## src/rtl/fibo_engine_if.sv

```systemverilog
// ============================================================================
//  Module      : fibo_engine_if
//  Description : Request/result bundle for the fibo_engine compute block.
//                master = requester side, slave = engine side.
//  Revision    : 1.0  initial release
// ============================================================================
`default_nettype none

interface fibo_engine_if #(
  parameter int WIDTH = 8,
  parameter int CNT_W = 8
) ();

  logic             start;
  logic [CNT_W-1:0] n;
  logic             busy;
  logic             done;
  logic [WIDTH-1:0] fib;
  logic             zero_flag;
  logic             overflow;

  modport master (
    output start, n,
    input  busy, done, fib, zero_flag, overflow
  );

  modport slave (
    input  start, n,
    output busy, done, fib, zero_flag, overflow
  );

endinterface

`default_nettype wire

```

## src/rtl/fibo_engine.sv

```systemverilog
// ============================================================================
//  Module      : fibo_engine
//  Description : Self-sequenced Fibonacci calculator. Captures term index n
//                on an accepted start and produces F(n) with a one-cycle done
//                pulse, a zero flag and an overflow flag.
//                Optional macro FIBO_SAT_EN: saturate the result to all-ones
//                once F(n) no longer fits in WIDTH bits (default: wrap).
//  Revision    : 1.0  initial release
// ============================================================================
`default_nettype none

module fibo_engine #(
  parameter int WIDTH = 8,
  parameter int CNT_W = 8
) (
  input  wire logic     clk,
  input  wire logic     rst,
  fibo_engine_if.slave  bus
);

  typedef enum logic [0:0] {
    S_IDLE = 1'b0,
    S_RUN  = 1'b1
  } state_t;

  state_t           r_state;
  state_t           w_state_next;

  // a = F(i), b = F(i+1); ov_a / ov_b say whether those terms exceeded WIDTH
  logic [WIDTH-1:0] r_a;
  logic [WIDTH-1:0] r_b;
  logic [CNT_W-1:0] r_k;
  logic             r_ov_a;
  logic             r_ov_b;

  logic [WIDTH-1:0] r_fib;
  logic             r_zero;
  logic             r_overflow;
  logic             r_done;

  logic             w_load;
  logic             w_step;
  logic             w_finish;
  logic             w_k_zero;
  logic [WIDTH:0]   w_sum_ext;
  logic             w_carry;
  logic [WIDTH-1:0] w_b_next;

  assign w_k_zero  = (r_k == '0);
  assign w_sum_ext = {1'b0, r_a} + {1'b0, r_b};
  assign w_carry   = w_sum_ext[WIDTH];

`ifdef FIBO_SAT_EN
  // Once any term has overflowed, every later term is pinned to all-ones,
  // so the reported F(n) is all-ones exactly when overflow is reported.
  assign w_b_next = (w_carry | r_ov_a | r_ov_b) ? '1 : w_sum_ext[WIDTH-1:0];
`else
  assign w_b_next = w_sum_ext[WIDTH-1:0];
`endif

  // State register
  always_ff @(posedge clk) begin
    if (rst) begin
      r_state <= S_IDLE;
    end else begin
      r_state <= w_state_next;
    end
  end

  // Next-state and datapath control strobes
  always_comb begin
    w_state_next = r_state;
    w_load       = 1'b0;
    w_step       = 1'b0;
    w_finish     = 1'b0;
    case (r_state)
      S_IDLE: begin
        if (bus.start) begin
          w_load       = 1'b1;
          w_state_next = S_RUN;
        end
      end
      S_RUN: begin
        if (w_k_zero) begin
          w_finish     = 1'b1;
          w_state_next = S_IDLE;
        end else begin
          w_step = 1'b1;
        end
      end
      default: begin
        w_state_next = S_IDLE;
      end
    endcase
  end

  // Iteration registers and registered result/flags
  always_ff @(posedge clk) begin
    if (rst) begin
      r_a        <= '0;
      r_b        <= '0;
      r_k        <= '0;
      r_ov_a     <= 1'b0;
      r_ov_b     <= 1'b0;
      r_fib      <= '0;
      r_zero     <= 1'b1;
      r_overflow <= 1'b0;
      r_done     <= 1'b0;
    end else begin
      r_done <= w_finish;
      if (w_load) begin
        r_a    <= '0;
        r_b    <= {{(WIDTH-1){1'b0}}, 1'b1};
        r_k    <= bus.n;
        r_ov_a <= 1'b0;
        r_ov_b <= 1'b0;
      end
      if (w_step) begin
        r_a    <= r_b;
        r_b    <= w_b_next;
        r_ov_a <= r_ov_b;
        r_ov_b <= r_ov_a | r_ov_b | w_carry;
        r_k    <= r_k - CNT_W'(1);
      end
      // Only the overflow of a (= F(n)) is reported; b may have overflowed
      // on the last step without affecting the result.
      if (w_finish) begin
        r_fib      <= r_a;
        r_zero     <= (r_a == '0);
        r_overflow <= r_ov_a;
      end
    end
  end

  assign bus.busy      = (r_state == S_RUN);
  assign bus.done      = r_done;
  assign bus.fib       = r_fib;
  assign bus.zero_flag = r_zero;
  assign bus.overflow  = r_overflow;

endmodule

`default_nettype wire

```

## src/flat_wrapper.sv

```systemverilog
// flat-port wrapper written by rule: the top's interface ports become plain ports
module fibo_engine_flat 
#(
  parameter int WIDTH = 8,
  parameter int CNT_W = 8
)
  (clk, rst, bus_start, bus_n, bus_busy, bus_done, bus_fib, bus_zero_flag, bus_overflow);
  fibo_engine_if #(.WIDTH(WIDTH), .CNT_W(CNT_W)) bus_i ();
  input  wire logic clk;
  input  wire logic rst;
  input wire logic [$bits(bus_i.start)-1:0] bus_start;
  input wire logic [$bits(bus_i.n)-1:0] bus_n;
  output wire logic [$bits(bus_i.busy)-1:0] bus_busy;
  output wire logic [$bits(bus_i.done)-1:0] bus_done;
  output wire logic [$bits(bus_i.fib)-1:0] bus_fib;
  output wire logic [$bits(bus_i.zero_flag)-1:0] bus_zero_flag;
  output wire logic [$bits(bus_i.overflow)-1:0] bus_overflow;
  assign bus_i.start = bus_start;
  assign bus_i.n = bus_n;
  assign bus_busy = bus_i.busy;
  assign bus_done = bus_i.done;
  assign bus_fib = bus_i.fib;
  assign bus_zero_flag = bus_i.zero_flag;
  assign bus_overflow = bus_i.overflow;
  fibo_engine #(.WIDTH(WIDTH), .CNT_W(CNT_W)) u_core (.clk(clk), .rst(rst), .bus(bus_i));
endmodule
```

## config.mk

```make
export PLATFORM = sky130hd
export DESIGN_NAME = fibo_engine_flat
export DESIGN_NICKNAME = d
export VERILOG_FILES = /design/src/rtl/fibo_engine_if.sv /design/src/rtl/fibo_engine.sv /design/src/flat_wrapper.sv
export SDC_FILE = /design/constraint.sdc
export NUM_CORES = 1
export LEC_CHECK = 0
export CORE_ASPECT_RATIO = 0.6
export CORE_MARGIN = 1
export CORE_UTILIZATION = 45
export CTS_CLUSTER_SIZE = 25
export DETAILED_ROUTE_END_ITERATION = 10
export GPL_ROUTABILITY_DRIVEN = 0
export HOLD_SLACK_MARGIN = 0.05
export PLACE_DENSITY = 0.77
export SLEW_MARGIN = 25
export SYNTH_ARGS = -nofsm -noshare
export SYNTH_HDL_FRONTEND = slang
export SYNTH_SLANG_ARGS = --single-unit
```

## constraint.sdc

```tcl
create_clock -name clk -period 2.1 [get_ports clk]
set_input_delay 0.42 -clock clk [delete_from_list [all_inputs] [get_ports clk]]
set_output_delay 0.42 -clock clk [all_outputs]
set_load 0.01 [all_outputs]
```

==> impl.org, run 1 <==
** Floorplanning
- Measured along the x axis, the die boundary spans 87.2 µm.
- Placeable core region :: between 4000 and 5000 µm²
- Pin placement for this block handled 23 I/O pins.
- Die span in y :: 53.1 µm
- Row Count :: 18
- Initial Util :: 47.3%
- The floorplan step defined a die boundary enclosing around 4600 µm².

** Worst setup path
- Worst path cell trace :: ha_1 > fa_1 > a211oi_1 > o21ai_1 > a2111o_1 > nand3_1
- Dominant delay contributor by cell family on the critical path :: compound AO/OA/AOI/OAI gates
- STA classifies the critical path endpoint as a register.
- The worst register-to-register path has a depth of 6.
- Reg-to-reg setup timing slack :: between 0.04 and 0.05 ns
- Of all nets on the critical path, the largest fanout is 3.
- The largest single stage delay on the critical path is around 0.44 ns.
- Arr. time, crit path :: about 2.3 ns
- The worst register-to-register path begins at u_core.r_b[0].
- Cell with the biggest individual delay on the critical path :: sky130_fd_sc_hd__fa_1
- The endpoint identified for the worst register-to-register timing path is u_core.r_b[6].
- Tracing the worst setup path back leads to its startpoint at u_core.r_b[0].
- CP Launch Type :: register
- Worst setup path class :: register to register
- Data required time of the worst path :: ~2.3 ns
- Crit path buf inv count :: 0
- Depth of the critical timing path with buffers and inverters included :: 6

** Logic synthesis
- Number of enable-type register cells in the synthesized netlist :: 0
- Number of synthesis warnings :: 0
- The most used flip-flop cell after synthesis is sky130_fd_sc_hd__dfxtp_1.
- Post-synth top area share :: 38.8%
- Average cell area after synthesis :: between 9 and 10 µm²
- Cell type with the highest aggregate area in the netlist :: sky130_fd_sc_hd__dfxtp_1
- Post-synth design cell area :: between 1500 and 2000 µm²
- Synthesized netlist net count :: around 240
- The most common cell in the synthesized netlist is sky130_fd_sc_hd__dfxtp_1.
- In this run, distinct cell masters in the synthesized netlist total 50.
- After synthesis, the share of flip-flops with an asynchronous set or reset is 0%.
- Summing the sequential cell areas from Yosys gives about 39% of the chip area.
- List of most frequent post-synthesis cells :: sky130_fd_sc_hd__dfxtp_1, sky130_fd_sc_hd__nor2_1, sky130_fd_sc_hd__a22oi_1
- In the synthesized netlist, the number of instances is ~220.
- Top cells by area in the synthesized netlist :: sky130_fd_sc_hd__dfxtp_1, sky130_fd_sc_hd__ha_1, sky130_fd_sc_hd__nor2_1, sky130_fd_sc_hd__mux2i_1, sky130_fd_sc_hd__a22oi_1
- Counting flops and latches in the post-synthesis netlist gives 38.

** Timing
- Setup repair after global routing missed its margin :: no
- Final clock skew :: just under 0.01 ns
- Remaining max-slew budget at the tightest pin :: between 60 and 70%
- Highest attainable clock frequency :: a little under 500 MHz
- The number of pins with negative max-slew slack in the final report is 0.
- Final Cycle Share :: between 90% and 100%
- Slew at the pin closest to its max-slew limit :: 0.524 ns
- Total Negative Setup Slacks :: 0 ns
- Final setup violation count :: 0
- Fin. Hold Viols :: 0
- Tmin final :: 2.05 ns

** Pwr
- Summed over all cells, the static leakage comes to about 0.00096 µW.
- For this design the ratio of total power to cell area is between 700 and 800 nW/µm².
- The worst-case IR drop observed on VDD is 292 µV.

** Layout
- The area growth from synthesis to layout is 21.0%.
- At the end of the flow, the number of nets in the layout was around 270.
- Filler Cell Count :: 383
- The count of cells in the finished layout, fillers not included, comes to roughly 300.
- In the final layout, the share of cells above drive strength 1 is ~14%.
- Antenna Cells :: 0

** Global routing
- The first global-routing pass estimated 7200 µm of wire.
- Vias in the first global route :: ~1,500
- Global routing used between 20% and 30% of the available tracks.
- Sum of overflow across all layers after global routing :: 0
- Entering global routing, the biggest net connects 46 pins.
- The number of antenna violations at the first check in global routing was 0.

** Placement
- Placed cell count :: 296
- In this run the tool buffered the top-level ports with 22 buffer cells.
- Detailed placement ended at an HPWL of roughly 3100 µm.

** Clocking
- TritonCTS Buffers :: 5
- CTS placed an instance of sky130_fd_sc_hd__clkbuf_8 at the clock tree root.
- CTS clock-pin slew for the worst setup and hold paths :: 0.08 ns
- The later pin in the worst-skew pair is clocked with a latency of 0.29 ns.
- The clock net in this run drives a total of 38 sinks.
- The H-tree was split into 2 levels.
- CTS tree :: yes
- Maximum number of buffers from clock root to sink :: 2

** Routing
- DRC :: 0
- The first detailed-routing pass ran for 4 iterations.
- Vias per cell :: between 5 and 6
- Final wirelength :: about 4500 µm
- For this block, the initial DRC count from the detailed router was approximately 120.
- The count of nets left with antenna violations once routing finished came out at 0.
- WL/cell :: roughly 15 µm
- Vias after detailed routing :: about 1,700

** Min path
- In this run the most critical hold path is launched from u_core.bus.zero_flag.
- Hold-critical path endpoint :: u_core.bus.zero_flag
- Along the worst hold path, the cell count comes to 1.
- Hold crit path type :: register to register

** Outcome
- The run finished with clean final reports.

** Run
- Total of max-cap violations :: 0
cell usage in the layout (no fill, tap or decap), types with 5 or more instances in the layout:
master,Yosys,layout
sky130_fd_sc_hd__dfxtp_1,38,38
sky130_fd_sc_hd__nor2_1,33,33
sky130_fd_sc_hd__clkdlybuf4s50_1,0,22
sky130_fd_sc_hd__a22oi_1,13,13
sky130_fd_sc_hd__mux2i_1,10,10
sky130_fd_sc_hd__a21oi_1,10,10
sky130_fd_sc_hd__ha_1,10,10
sky130_fd_sc_hd__inv_1,8,8
sky130_fd_sc_hd__nand3_1,8,8
sky130_fd_sc_hd__nand2_1,7,7
sky130_fd_sc_hd__buf_4,0,7
sky130_fd_sc_hd__clkbuf_8,0,6
sky130_fd_sc_hd__nor3_1,5,5
sky130_fd_sc_hd__nand2b_1,5,5
sky130_fd_sc_hd__o21ai_0,6,5
routing by layer:
metal | vias to the layer above | wire length (µm) | track usage (%)
li1 | 851 | - | -
met1 | 770 | 2330 | 32.4
met2 | 57 | 1770 | 27.3
met3 | 5 | 314 | 4.68
met4 | 0 | 40 | 7.38
met5 | - | 0 | 0
report_power, final:
group | total [µW] | switching [µW] | internal (µW)
registers | 795 | 42.2 | 753
clock network | 532 | 268 | 264
logic | 379 | 210 | 169
flip-flops by register name, summed over array words and instances (netlist names):
name / flops
u_core.r_b: 8
u_core.bus.overflow: 1
u_core.r_ov_a: 1
u_core.bus.zero_flag: 1
u_core.r_k: 8
u_core.r_ov_b: 1
u_core.bus.fib: 8
u_core.r_a: 8
u_core.bus.done: 1
u_core.bus.busy: 1
per-stage QoR:
step | power (µW) | worst slack [ns] | instance area, µm² | hold WS (ns) | util (%)
after floorplan | 1070 | 0.240 | 1960 | 0.475 | -
after global placement | 1170 | 0.161 | 2270 | 0.443 | 54.9
after detailed placement | 1180 | 0.0642 | 2270 | 0.455 | 54.9
after CTS | 1700 | 0.0385 | 2370 | 0.469 | 57.2
after global routing | 1780 | 0.00916 | 2370 | 0.510 | 57.3
final | 1710 | 0.0494 | 2370 | 0.465 | 57.3
worst max-delay path by stage:
stage | endpoint | slack (ns)
after floorplan | u_core.r_b[6] | 0.24
after global placement | u_core.r_b[6] | 0.16
after detailed placement | u_core.r_k[6] | 0.06
after CTS | u_core.r_k[6] | 0.04
after global routing | u_core.r_b[6] | 0.009
final | u_core.r_b[6] | 0.05
worst register-to-register path, cell delays in order (launching register included):
cell and delay (ns):
sky130_fd_sc_hd__dfxtp_1 0.34, sky130_fd_sc_hd__ha_1 0.25, sky130_fd_sc_hd__fa_1 0.44, sky130_fd_sc_hd__a211oi_1 0.33, sky130_fd_sc_hd__o21ai_1 0.16, sky130_fd_sc_hd__a2111o_1 0.39, sky130_fd_sc_hd__nand3_1 0.09
cell families (layout without fill, tap and decap cells):
logic type,Yosys count,after routing,share of synthesized area [%]
mux,11,11,5.68
simple gates,81,81,20.7
fa+ha+maj,11,11,7.40
compound gates,55,55,22.1
flops,38,38,38.8
buf+inv,18,46,4.40
xor+xnor,2,2,0.893
area by class of cell:
type                       count  area, µm²  share of cell area (%)
timing repair buffer          30        293                    12.3
clock buffer                   6       82.6                    3.48
inverter                       8       30.0                    1.26
clock inverter                 2       12.5                   0.527
multi-input combinational    160       1120                    47.2
sequential                    38        761                    32.0
tap                           60       75.1                    3.16
timing repair:
item,CTS,global route
hold buffers,0,0
gates resized for setup,0,2
setup buffers,0,0
setup endpoints to repair,0,2
No activity file was read; power rests on OpenSTA's default activity.
==> run 2: changes to the inputs <==
CORE_MARGIN = unset   (was 1)
PLACE_DENSITY = unset   (was 0.77)
PLACE_DENSITY_LB_ADDON = 0.15   (was unset)
TNS_END_PERCENT = 1   (was unset)
==> impl.org, run 2 (synthesized netlist as in run 1, its figures left out) <==
** Routing
- In this run the remaining antenna-violating nets after routing total 0.
- After detailed routing, the total wire length is 4740 µm.
- DRC :: 0
- Number of detailed-route iterations in the first pass :: 4
- Vias after detailed routing :: 1,726
- The first routing iteration left 101 violations.
- Vias per cell :: 5.50
- WL/cell :: roughly 15 µm

** Clocking
- Number of clock sinks :: 38
- Clock-pin slew was measured on the worst setup and hold paths at 0.08 ns.
- Setup Fix Bufs, Post-CTS :: 0
- TritonCTS built the clock tree.
- Clock latency on the worst-skew pair :: 0.29 ns
- The clock tree synthesis step divided the H-tree into 2 levels.
- The cell sitting at the root of the clock tree is a sky130_fd_sc_hd__clkbuf_8.
- The number of clock buffers added by TritonCTS is 5.
- Maximum number of buffers from clock root to sink :: 2

** Floorplanning
- Die span in x :: between 80 and 90 µm
- Initial Util :: approximately 47%
- Placeable core region :: 4140 µm²
- Die span in y :: around 53 µm
- Row Count :: 18
- Overall die area :: roughly 4600 µm²
- Number of primary I/O pins :: 23

** Layout
- Post-layout utilization of the core :: about three fifths
- Commonest non-fill, non-tap cell in the layout :: sky130_fd_sc_hd__dfxtp_1
- The finished cells cover ~2500 µm².
- Area growth from synthesis to final layout :: 28.9%
- At the end of the flow, the number of nets in the layout was between 200 and 300.
- Antenna Cells :: 0
- Cells with a size suffix above 1 make up between 15 and 20% of the layout.
- Fill cells in the final layout number around 390.
- Commonest cells after routing, fill and taps aside :: sky130_fd_sc_hd__dfxtp_1, sky130_fd_sc_hd__nor2_1, sky130_fd_sc_hd__clkdlybuf4s50_1, sky130_fd_sc_hd__buf_4, sky130_fd_sc_hd__a22oi_1

** Min path
- The path class of the tightest hold or removal check is register to register.

** Timing
- Setup repair after global routing missed its margin :: yes
- The number of hold-slack violations in the final timing report was 0.
- Total Negative Setup Slacks :: 0 ns
- Final Cycle Share :: roughly 97%
- Slew at the pin closest to its max-slew limit :: 0.577 ns
- Measured against its own limit, the worst slew margin works out to just over 60%.
- On the final layout, the worst clock skew is around 0.0075 ns.
- Tmin final :: 2.03 ns
- Fin. max-slew vios :: 0
- Setup violations remaining at the end of the flow were counted as 0.
- Timing would allow up to 492 MHz.

** Worst setup path
- Maximum fanout along the worst path :: 4
- STA classifies the critical path endpoint as a register.
- Worst setup path class :: register to register
- Reg-to-reg setup timing slack :: ~0.067 ns
- Data arrives at the worst endpoint at about 2.3 ns.
- Data required time of the worst path :: around 2.3 ns
- The worst setup path is launched from a register.

** Placement
- Count of input and output buffers :: 22
- Instance area after placement :: 2350 µm²
- Total half-perimeter wirelength after legalization and detailed placement :: roughly 3300 µm

** Pwr
- Dividing total power by cell area gives a power density of a little under 800 nW/µm².
- In this run, flip-flops and latches consume about two fifths of the power.
- Part of the power in combinational logic :: roughly 23%
- Leak :: 0.00104 µW
- The worst-case IR drop observed on VDD is about 310 µV.
- P_int :: about 1500 µW
- Switching power as a share of total power :: approximately 27%
- Summed over all nets, the switching power comes to approximately 540 µW.
- Per report_power, the clock group accounts for between 30% and 40% of the total.

** Outcome
- Run status :: complete, no violations

** Run
- Total of max-cap violations :: 0

** Global routing
- All-Layer GR Usage :: 23.0%
- Entering global routing, the biggest net connects 21 pins.
- First-pass GRT wire length :: just under 8000 µm
- Number of antenna violations at the first check in global routing :: 0
- The number of global-route vias before repair was about 1,600.
- Sum of overflow across all layers after global routing :: 0
[run 2: cell count changes in the layout (fill, tap and decap cells not counted)]
cell / delta
sky130_fd_sc_hd__buf_4: +8
sky130_fd_sc_hd__bufinv_16: +2
sky130_fd_sc_hd__a211oi_1: -1
sky130_fd_sc_hd__a211oi_2: +1
sky130_fd_sc_hd__buf_12: +1
sky130_fd_sc_hd__clkinv_2: -1
sky130_fd_sc_hd__clkinvlp_4: -1
sky130_fd_sc_hd__o31ai_4: +1
[run 2: per-stage QoR]
stage / hold WS (ns) / power, µW / std cells / worst slack [ns]
2_1_floorplan: 0.475 / 1070 / 216 / 0.240
3_3_place_gp: 0.447 / 1230 / 305 / -0.0136
3_5_place_dp: 0.453 / 1230 / 305 / -0.0649
4_1_cts: 0.471 / 2020 / 314 / 0.0504
5_1_grt: 0.484 / 2120 / 314 / -0.0151
6_report: 0.469 / 2010 / 314 / 0.0668
[run 2: timing repair]
| item | 4_1_cts | 5_1_grt |
|---|---|---|
| cloned | 1 | 0 |
| hold buffers | 0 | 0 |
| pin swaps | 1 | 2 |
| resized for setup | 2 | 2 |
| endpoints found under the setup margin | 16 | 6 |
[run 2: worst paths after layout]
| kind | start | to | cells after the start |
|---|---|---|---|
| hold reg to reg | u_core.bus.zero_flag | u_core.bus.zero_flag | 1 |
| setup / recovery | u_core.r_a[0] | u_core.r_b[6] | 6 |
| hold / removal | u_core.bus.zero_flag | u_core.bus.zero_flag | 1 |
| setup reg to reg | u_core.r_a[0] | u_core.r_b[6] | 6 |
[run 2: critical path: stages (launching register included)]
cell and delay [ns]:
sky130_fd_sc_hd__dfxtp_1 0.35, sky130_fd_sc_hd__ha_1 0.23, sky130_fd_sc_hd__fa_1 0.45, sky130_fd_sc_hd__a211oi_2 0.32
sky130_fd_sc_hd__o21ai_1 0.15, sky130_fd_sc_hd__a2111o_1 0.39, sky130_fd_sc_hd__nand3_1 0.08
[run 2: power groups by stage]
stage | sequential, µW | combinational [µW] | clock, µW
after floorplan | 801 | 264 | 0
after global placement | 798 | 431 | 0
after detailed placement | 798 | 429 | 0
after CTS | 781 | 452 | 783
after global routing | 789 | 501 | 826
final | 784 | 459 | 769
[run 2: layout make-up]
class | instances | area, µm² | share of cell area [%]
Sequential cell | 38 | 761 | 30.1
Clock inverter | 2 | 60.1 | 2.38
Multi-Input combinational cell | 161 | 1150 | 45.4
Timing Repair Buffer | 39 | 373 | 14.7
Tap cell | 60 | 75.1 | 2.97
Clock buffer | 6 | 82.6 | 3.27
Inverter | 8 | 30.0 | 1.19
[run 2: routing by layer]
metal	share of wire (%)	up-vias	track usage, %
li1	-	878	-
met1	55	799	37.2
met2	37	45	28.3
met5	0	-	0
met4	0.80	0	6.83
met3	6.5	4	5.46
==> run 3: changes to the inputs <==
CELL_PAD_IN_SITES_DETAIL_PLACEMENT = 1   (was unset)
CELL_PAD_IN_SITES_GLOBAL_PLACEMENT = 1   (was unset)
CORE_UTILIZATION = 42   (was 45)
==> impl.org, run 3 (synthesized netlist as in run 1, its figures left out) <==
** Floorplanning
- The total area inside the core boundary comes to 4280 µm².
- Die span in x :: ~90 µm
- The floorplan has 18 rows.
- The floorplan step set the die height to 54.9 µm.
- Number of primary I/O pins :: 23
- Overall die area :: just under 5000 µm²
- For this configuration, the core starts out at a cell density of 45.8%.

** Clocking
- TritonCTS Buffers :: 5
- CTS tree :: yes
- Setup Fix Bufs, Post-CTS :: 0
- The tree is rooted in a sky130_fd_sc_hd__clkbuf_8.
- For the worst-skew pair, the clock arrives at the later sink with an insertion delay of slightly below 0.3 ns.
- Number of H-tree levels :: 2
- Number of clock sinks :: 38
- CTS clock-pin slew for the worst setup and hold paths :: about 0.080 ns
- Counting along the longest clock path gives a buffer depth of 2.

** Routing
- Final wirelength :: between 5000 and 6000 µm
- Vias after detailed routing :: between 1,500 and 2,000
- For this block, the initial DRC count from the detailed router was about 120.
- After detailed routing, the number of vias per cell comes to 5.96.
- WL/cell :: between 15 and 20 µm
- Detail Route Antenna Nets :: 0
- DRC :: 0
- For this run, the detailed router's first-pass iteration total came to 4.

** Global routing
- Summed over all layers, the global routing overflow is 0.
- Global routing used ~25% of the available tracks.
- Largest net degree at the start of global routing :: 32
- First-pass GRT wire length :: 9440 µm
- Vias in the first global route :: between 1,500 and 2,000
- Number of antenna violations at the first check in global routing :: 0

** Placement
- Post-place setup slack :: -0.162 ns
- Count of input and output buffers :: 22
- Total half-perimeter wirelength after legalization and detailed placement :: around 4200 µm
- Summing all placed instances gives a cell area of about 2300 µm².

** Timing
- Setup violations remaining at the end of the flow were counted as 0.
- Fin. Hold Viols :: 0
- Post-route setup slack :: between 0.07 and 0.08 ns
- Setup repair after global routing could not meet its margin everywhere.
- Between clock sinks in the finished design, the worst skew comes to slightly above 0.01 ns.
- Remaining max-slew budget at the tightest pin :: 57.1%
- Highest attainable clock frequency :: 493 MHz
- The number of pins with negative max-slew slack in the final report came to 0.
- Slew at the pin closest to its max-slew limit :: between 0.6 and 0.7 ns
- The final critical path takes up around 97% of the cycle.
- Counting I/O delays and the setup requirement, the final critical path takes 2.03 ns.

** Layout
- Summing all non-filler instances in the final layout gives an area of 2440 µm².
- Commonest cells after routing, fill and taps aside :: sky130_fd_sc_hd__dfxtp_1, sky130_fd_sc_hd__nor2_1, sky130_fd_sc_hd__clkdlybuf4s50_1, sky130_fd_sc_hd__a22oi_1, sky130_fd_sc_hd__buf_4
- The number of antenna diodes in the final layout is 0.
- Cells with a size suffix above 1 make up around 16% of the layout.
- For this run, the post-layout net count is ~270.
- Relative to the synthesized area, the layout overhead comes to 24.6%.
- Counting the fill cells in the layout gives 518.
- The library cell used most frequently in the layout, excluding fill and tap cells, is sky130_fd_sc_hd__dfxtp_1.

** Worst setup path
- The worst setup path is of the register to register kind.
- Walking the worst path, the cells encountered are ha_1 > fa_2 > a211oi_2 > o21ai_0 > a2111o_1 > nand3_1.
- In this run the number of cells on the critical path is 6.
- Dominant delay contributor by cell family on the critical path :: compound AO/OA/AOI/OAI gates
- Cell with the biggest individual delay on the critical path :: sky130_fd_sc_hd__a2111o_1
- The largest single stage delay on the critical path is ~0.42 ns.
- Across all register-to-register paths, the minimum setup slack is 0.07 ns.
- In this run the worst path has a maximum fanout of 3.
- Crit path buf inv count :: 0
- Data arrives at the worst endpoint at around 2.3 ns.
- The number of cells on the worst reg-to-reg path is 6.
- Crit end category :: register
- Data on the critical path is required at its endpoint by roughly 2.3 ns.
- The worst setup path is launched from a register.

** Outcome
- The flow ran to the end, and the final reports show no timing, DRC or antenna violations.

** Pwr
- Summed over all cells, the static leakage comes to just under 0.001 µW.
- Across the VDD grid, the largest voltage drop is roughly 430 µV.
- Cell area power density :: around 710 nW/µm²

** Run
- Max-cap violations in this run came to 0.

** Min path
- Counting instances, the worst hold path has a depth of 1.
- The path class of the tightest hold or removal check is register to register.
run 3: path summary, 6_finish.rpt:
kind,start,end
worst min-delay path,u_core.bus.zero_flag,u_core.bus.zero_flag
worst min register to register,u_core.bus.zero_flag,u_core.bus.zero_flag
worst max register to register,u_core.r_b[0],u_core.r_b[6]
worst max-delay path,u_core.r_b[0],u_core.r_b[6]
run 3: per-layer routing:
metal | global-route usage (%) | vias to the layer above | wire length (µm)
li1 | - | 864 | -
met2 | 43.4 | 55 | 2700
met3 | 6.28 | 9 | 363
met1 | 32.2 | 913 | 2780
met4 | 6.99 | 0 | 61
met5 | 0 | - | 0
run 3: repair_timing:
action,4_1_cts,5_1_grt
cloned,0,1
gates resized for setup,4,4
pin swaps,2,1
setup endpoints to repair,19,21
hold buffers,0,0
run 3: stage by stage:
stage | power (µW) | std cells | TNS, ns | utilization, % | hold slack (ns)
detailed placement | 1230 | 301 | -1.78 | 54.3 | 0.469
global placement | 1210 | 301 | -0.0665 | 54.3 | 0.464
finish | 1740 | 309 | 0 | 57.1 | 0.481
global route | 1810 | 309 | -0.00428 | 57.1 | 0.502
floorplan | 1070 | 216 | 0 | - | 0.475
CTS | 1710 | 308 | -0.362 | 56.3 | 0.483
run 3: layout make-up:
type	instances	area [µm²]	area share, %
clock buffers	7	76.3	3.12
flip-flops and latches	38	761	31.1
well taps	60	75.1	3.07
repair buffers	35	343	14.0
multi-input cells	161	1160	47.4
inverters	8	30.0	1.23
run 3: where the power goes:
group | switching, µW | total [µW] | internal (µW)
combinational | 269 | 471 | 202
sequential | 30.7 | 784 | 753
clock | 257 | 486 | 229
run 3: worst register-to-register path: stages, from the launching register on:
cell,delay (ns)
sky130_fd_sc_hd__dfxtp_1,0.33
sky130_fd_sc_hd__ha_1,0.25
sky130_fd_sc_hd__fa_2,0.41
sky130_fd_sc_hd__a211oi_2,0.27
sky130_fd_sc_hd__o21ai_0,0.22
sky130_fd_sc_hd__a2111o_1,0.42
sky130_fd_sc_hd__nand3_1,0.09
